`src/rtl/gd_pkg.sv`:
```
// Shared types and fixed-point helpers for the SGD update engine.
// Helpers work on MAX_W-bit words; callers pass the real word width.
package gd_pkg;

  typedef enum logic [1:0] {
    IDLE,
    RUN,
    DRAIN,
    DONE
  } gd_state_t;

  // Widest word the helpers support, and its full product width.
  localparam int MAX_W  = 32;
  localparam int PROD_W = 2 * MAX_W;

  typedef logic signed [MAX_W-1:0]  word_t;
  typedef logic signed [PROD_W-1:0] prod_t;

  // Keep the low w bits, sign-extended back to full width.
  function automatic prod_t wrap_to(
    input prod_t x,
    input int    w
  );
    return (x <<< (PROD_W - w)) >>> (PROD_W - w);
  endfunction

  function automatic prod_t sat_to(
    input  prod_t x,
    input  int    w,
    output logic  sat
  );
    prod_t hi;
    prod_t lo;
    prod_t r;
    hi  = (prod_t'(1) <<< (w - 1)) - prod_t'(1);
    lo  = ~hi;
    sat = 1'b0;
    r   = x;
    if (x > hi) begin
      r   = hi;
      sat = 1'b1;
    end else if (x < lo) begin
      r   = lo;
      sat = 1'b1;
    end
    return r;
  endfunction

  // (a * b) >>> frac, floor rounding, wrapped to w bits.
  function automatic word_t fxp_scale_mul(
    input word_t a,
    input word_t b,
    input int    w,
    input int    frac
  );
    prod_t p;
    p = (prod_t'(a) * prod_t'(b)) >>> frac;
    return word_t'(wrap_to(p, w));
  endfunction

  function automatic word_t fxp_scale_mul_sat(
    input  word_t a,
    input  word_t b,
    input  int    w,
    input  int    frac,
    output logic  sat
  );
    prod_t p;
    prod_t r;
    p = (prod_t'(a) * prod_t'(b)) >>> frac;
    r = sat_to(p, w, sat);
    return word_t'(r);
  endfunction

  function automatic word_t fxp_sub(
    input word_t a,
    input word_t b,
    input int    w
  );
    return word_t'(wrap_to(prod_t'(a) - prod_t'(b), w));
  endfunction

  function automatic word_t fxp_sub_sat(
    input  word_t a,
    input  word_t b,
    input  int    w,
    output logic  sat
  );
    prod_t r;
    r = sat_to(prod_t'(a) - prod_t'(b), w, sat);
    return word_t'(r);
  endfunction

endpackage

```
`src/rtl/gd_lane.sv`:
```
// One lane of the update datapath: stage 1 = scaled gradient, stage 2 = W - p.
// Ports: en1_i/en2_i load each stage; sat_o only with GD_SATURATE_EN.
module gd_lane
  import gd_pkg::*;
#(
  parameter int WIDTH = 16,
  parameter int FRAC  = 8
) (
  input  logic             clk,
  input  logic             rst,
  input  logic             en1_i,
  input  logic             en2_i,
  input  logic [WIDTH-1:0] lr_i,
  input  logic [WIDTH-1:0] w_i,
  input  logic [WIDTH-1:0] grad_i,
  output logic [WIDTH-1:0] w_new_o
`ifdef GD_SATURATE_EN
  ,
  output logic             sat_o
`endif
);

  logic [WIDTH-1:0] p_q, p_d;
  logic [WIDTH-1:0] w1_q;
  logic [WIDTH-1:0] res_q, res_d;
  word_t gx, lx, wx, px;

  assign gx = word_t'($signed(grad_i));
  assign lx = word_t'($signed(lr_i));
  assign wx = word_t'($signed(w1_q));
  assign px = word_t'($signed(p_q));

`ifdef GD_SATURATE_EN
  logic s1_q, s1_d;
  logic s2_q, s2_d;
  logic sub_sat;

  always_comb begin
    s1_d    = 1'b0;
    sub_sat = 1'b0;
    p_d     = WIDTH'(fxp_scale_mul_sat(gx, lx, WIDTH, FRAC, s1_d));
    res_d   = WIDTH'(fxp_sub_sat(wx, px, WIDTH, sub_sat));
    s2_d    = s1_q | sub_sat;
  end

  always_ff @(posedge clk or posedge rst) begin
    if (rst) begin
      s1_q <= 1'b0;
      s2_q <= 1'b0;
    end else begin
      if (en1_i) s1_q <= s1_d;
      if (en2_i) s2_q <= s2_d;
    end
  end

  assign sat_o = s2_q;
`else
  always_comb begin
    p_d   = WIDTH'(fxp_scale_mul(gx, lx, WIDTH, FRAC));
    res_d = WIDTH'(fxp_sub(wx, px, WIDTH));
  end
`endif

  always_ff @(posedge clk or posedge rst) begin
    if (rst) begin
      p_q   <= '0;
      w1_q  <= '0;
      res_q <= '0;
    end else begin
      if (en1_i) begin
        p_q  <= p_d;
        w1_q <= w_i;
      end
      if (en2_i) res_q <= res_d;
    end
  end

  assign w_new_o = res_q;

endmodule

```
`src/rtl/gradient_descent_array.sv`:
```
// Batched SGD engine: W_new = W_old - lr*grad on LANES lanes, 2-stage pipe.
// Ports: start/num/lr command, valid/ready in and out, last/busy/done status;
// sat_flag_out is present only when GD_SATURATE_EN is defined.
module gradient_descent_array
  import gd_pkg::*;
#(
  parameter int LANES = 4,
  parameter int WIDTH = 16,
  parameter int FRAC  = 8,
  parameter int CNT_W = 16
) (
  input  logic                   clk,
  input  logic                   rst,
  input  logic                   start_in,
  input  logic [CNT_W-1:0]       num_updates_in,
  input  logic [WIDTH-1:0]       lr_in,
  input  logic                   valid_in,
  output logic                   ready_out,
  input  logic [LANES*WIDTH-1:0] w_old_in,
  input  logic [LANES*WIDTH-1:0] grad_in,
  output logic                   valid_out,
  input  logic                   ready_in,
  output logic [LANES*WIDTH-1:0] w_new_out,
  output logic                   last_out,
  output logic                   busy_out,
  output logic                   done_out
`ifdef GD_SATURATE_EN
  ,
  output logic [LANES-1:0]       sat_flag_out
`endif
);

  gd_state_t        state_q, state_d;
  logic [WIDTH-1:0] lr_q, lr_d;
  logic [CNT_W-1:0] cnt_q, cnt_d;
  logic [CNT_W-1:0] acc_q, acc_d;
  logic [CNT_W-1:0] out_q, out_d;
  logic             v1_q, v1_d;
  logic             v2_q, v2_d;
  logic             stall, adv;
  logic             in_fire, out_fire;

  // Only a full, blocked stage 2 stalls; an empty one always refills.
  assign stall    = v2_q & ~ready_in;
  assign adv      = ~stall;
  assign ready_out = (state_q == RUN) && (acc_q < cnt_q) && !stall;
  assign in_fire  = valid_in & ready_out;
  assign out_fire = v2_q & ready_in;

  assign valid_out = v2_q;
  assign last_out  = v2_q && (out_q == cnt_q - CNT_W'(1));
  assign busy_out  = (state_q != IDLE);
  assign done_out  = (state_q == DONE);

  always_comb begin
    state_d = state_q;
    lr_d    = lr_q;
    cnt_d   = cnt_q;
    acc_d   = acc_q;
    out_d   = out_q;
    v1_d    = adv ? in_fire : v1_q;
    v2_d    = adv ? v1_q : v2_q;
    if (in_fire) acc_d = acc_q + CNT_W'(1);
    if (out_fire) out_d = out_q + CNT_W'(1);
    unique case (state_q)
      IDLE: begin
        if (start_in) begin
          lr_d    = lr_in;
          cnt_d   = num_updates_in;
          acc_d   = '0;
          out_d   = '0;
          state_d = (num_updates_in == '0) ? DONE : RUN;
        end
      end
      RUN: begin
        if (acc_q == cnt_q) state_d = DRAIN;
      end
      DRAIN: begin
        if (!v1_q && !v2_q) state_d = DONE;
      end
      DONE: begin
        state_d = IDLE;
      end
      default: begin
        state_d = IDLE;
      end
    endcase
  end

  always_ff @(posedge clk or posedge rst) begin
    if (rst) begin
      state_q <= IDLE;
      lr_q    <= '0;
      cnt_q   <= '0;
      acc_q   <= '0;
      out_q   <= '0;
      v1_q    <= 1'b0;
      v2_q    <= 1'b0;
    end else begin
      state_q <= state_d;
      lr_q    <= lr_d;
      cnt_q   <= cnt_d;
      acc_q   <= acc_d;
      out_q   <= out_d;
      v1_q    <= v1_d;
      v2_q    <= v2_d;
    end
  end

`ifdef GD_SATURATE_EN
  logic [LANES-1:0] sat_raw;
  assign sat_flag_out = v2_q ? sat_raw : '0;
`endif

  for (genvar i = 0; i < LANES; i++) begin : g_lane
    gd_lane #(
      .WIDTH(WIDTH),
      .FRAC (FRAC)
    ) u_lane (
      .clk    (clk),
      .rst    (rst),
      .en1_i  (adv),
      .en2_i  (adv),
      .lr_i   (lr_q),
      .w_i    (w_old_in[i*WIDTH +: WIDTH]),
      .grad_i (grad_in[i*WIDTH +: WIDTH]),
      .w_new_o(w_new_out[i*WIDTH +: WIDTH])
`ifdef GD_SATURATE_EN
      ,
      .sat_o  (sat_raw[i])
`endif
    );
  end

endmodule

```
`config.mk`:
```
export PLATFORM = sky130hd
export DESIGN_NAME = gradient_descent_array
export DESIGN_NICKNAME = d
export VERILOG_FILES = /design/src/rtl/gd_pkg.sv /design/src/rtl/gd_lane.sv /design/src/rtl/gradient_descent_array.sv
export SDC_FILE = /design/constraint.sdc
export NUM_CORES = 2
export LEC_CHECK = 0
export ABC_AREA = 0
export BUFFER_PORTS_ARGS = -buffer_cell sky130_fd_sc_hd__buf_2
export CORE_ASPECT_RATIO = 0.6
export CORE_MARGIN = 2
export CORE_UTILIZATION = 24
export DETAILED_ROUTE_END_ITERATION = 10
export GPL_TIMING_DRIVEN = 0
export PLACE_DENSITY_LB_ADDON = 0.08
export SYNTH_ARGS = -nofsm -noshare
export SYNTH_HDL_FRONTEND = slang
export SYNTH_SLANG_ARGS = --single-unit
```
`constraint.sdc`:
```
create_clock -name clk -period 7.1 [get_ports clk]
set_clock_uncertainty 0.15 [all_clocks]
set_input_delay 0.355 -clock clk [delete_from_list [all_inputs] [get_ports clk]]
set_output_delay 0.355 -clock clk [all_outputs]
set_load 0.01 [all_outputs]
```
==> metrics.txt <==
layout cells sized above 1=8.19%; synthesized area per cell=8.73 um2; max frequency=between 100 and 150 MHz; gpl congestion=0.874; CP startpoint kind=register; CTS root buf=clkbuf_16; Top Ports=234; H-Tree Depth=2; cell area after synthesis=43500 um2; clock sinks=between 200 and 300; wire per inst=about 24 um; Synth top cells by count=inv_1 (1077), nand2_1 (803), fa_1 (748); Die ar.=185000 um2; Synth area leader=fa_1; FF+latch count, synth=260; Reg2Reg Setup Slack=0.23 ns; unique cell type count in the Yosys netlist=67; initial antenna violation count=55; Worst-path clk slew=about 0.06 ns; DIE HEIGHT=about 330 um; WHS Path Cells=4; Site Rows=120; crit path DAT=7.11 ns; top-area cell type share of the netlist area=between 30% and 40%; normalized max-slew margin=4.15%; total wire length=approximately 190000 um; Crit Reg-Reg Startpoint=lr_q[15]; PnR worst setup slack=0.233 ns; Worst R2R Path Depth=19; DR vias=34188; input/output buffers=226; worst hold path endpoint=acc_q[2]; TNS Setup=0 ns; YS warnings=0; register area share after synthesis=15.0%; ys async rst share=between 90% and 100%; HP Class=input pin to register; DRC violations left=0; Final Hold Viols=0; pre-CTS setup slack=-2.87 ns; worst hold start=valid_in; drt first pass iters=5; Area Growth Syn to Fin=15.9%; die extent in x=approximately 550 um; Initial Utilization=24.3%; top-count cell post-synth=inv_1; FF-to-FF End=g_lane[2].u_lane.p_q[13]; Final period util=96.7%; final setup violation count=0; largest net degree at the start of global routing=37; most common flop cell mapped by yosys=dfrtp_1; antenna-violating nets left=0; first-pass GRT wire length=266000 um; vias in the first global route=35258; Slew Viols, Final=0; Critical Path Fanout Max=11; detailed placer's ending HPWL=156000 um; Max Cap Viol=0; core region area=179000 um2; Area contributors post-synth=fa_1 (34%), dfrtp_1 (15%), ha_1 (10%); CTS tree=built; Clock Tree Buf Depth=3; EDFF count, synth=0; syn nets=6254; synthesized netlist cell count=4977; Worst Path Required=7.34 ns; final net count=6626; minimum clock period=around 6.9 ns; initial drt markers=around 2400; gr usage total=around 20%; Num CTS Buffers=35; Slew @ Worst Pin=1.44 ns; RSZ-0062 raised after global routing=false; Worst-Skew Late Latency=0.63 ns; Crit Path Category=register to register; status=finished clean; grt total ovfl=0; via/cell ratio=4.40; Crit. End Element=register
## worst max-delay path, stage by stage, from the launching register on
cell	delay [ns]
dfrtp_4	0.63
clkinvlp_4	0.19
clkbuf_2	0.26
buf_12	0.23
nor2_1	0.15
fa_1	0.47
fa_1	0.54
fa_1	0.45
fa_1	0.49
fa_1	0.51
inv_1	0.05
fa_1	0.47
inv_1	0.06
ha_1	0.24
or4_1	0.52
a211o_1	0.32
o32ai_4	0.36
o21bai_1	0.16
xnor2_2	0.25
o21ai_0	0.11
## flip-flops by register name, summed over array words and instances, names as in the netlist
signal	count
acc_q	16
cnt_q	16
g_lane.u_lane.p_q	64
g_lane.u_lane.w1_q	64
g_lane.u_lane.w_new_o	64
lr_q	16
out_q	16
state_q	2
v1_q	1
valid_out	1
## logic make-up after synthesis
family / count (synthesis) / synth area share (%)
simple gates: 1676 / 18.4
buf+inv: 1302 / 11.3
fa+ha+maj: 1112 / 44.9
compound gates: 432 / 6.44
flops: 260 / 15.0
xor+xnor: 193 / 3.98
mux: 2 / 0.0461
## worst max path at each step
stage               slack [ns]  cells past startpoint                        to  startpoint
global route             0.008                     20  g_lane[2].u_lane.p_q[13]     lr_q[3]
floorplan                 0.82                     20  g_lane[1].u_lane.p_q[13]     lr_q[2]
detailed placement       -2.87                     23  g_lane[0].u_lane.p_q[15]     lr_q[9]
global placement         -2.90                     23  g_lane[0].u_lane.p_q[15]     lr_q[9]
CTS                      0.005                     21  g_lane[1].u_lane.p_q[14]     lr_q[7]
finish                    0.23                     19  g_lane[2].u_lane.p_q[13]    lr_q[15]
## what timing repair did
| action | in CTS | in global routing |
|---|---|---|
| hold buffers | 97 | 0 |
| buffers inserted | 5 | 3 |
| gates resized for setup | 125 | 81 |
| endpoints found under the hold margin | 117 | 0 |
| pin swaps | 3 | 2 |
| setup endpoints to repair | 56 | 23 |
## area by class of cell
class	count	area [um2]
Clock buffer	49	1020
Multi-Input combinational cell	3415	32200
Inverter	1077	4050
Sequential cell	260	6530
Timing Repair Buffer	341	2360
Clock inverter	11	86.3
Antenna cell	18	45.0
Fill cell	19547	129000
Buffer	219	1110
Tap cell	2379	2980
## cells in the final DEF (no fill, tap or decap), types with 126 or more instances in the layout
master    instances
buf_2           235
a21oi_1         126
ha_1            364
nand2_1         803
nor2_1          173
inv_1          1075
dfrtp_1         252
clkbuf_1        126
fa_1            747
and2_1          440
## metrics by stage
step           cells  area (um2)  hold WS, ns  util [%]
2_1_floorplan   4977       43500        0.293         -
3_3_place_gp    7582       47600        0.305      26.6
3_5_place_dp    7592       47800        0.297      26.7
4_1_cts         7748       50200      0.00419      28.0
5_1_grt         7754       50300       0.0640      28.1
6_report        7769       50400       0.0385      28.1
## metal layers
| metal | vias up | global-route usage, % | wire (um) |
|---|---|---|---|
| met2 | 1024 | 28.0 | 73200 |
| met4 | 10 | 2.53 | 2390 |
| met1 | 17263 | 31.8 | 93700 |
| met3 | 118 | 5.34 | 16800 |
| li1 | 15773 | - | - |
| met5 | - | 0 | 57 |
Power is not shown: default switching activity piles up to over one toggle a cycle in this logic, so the estimate is an artifact.
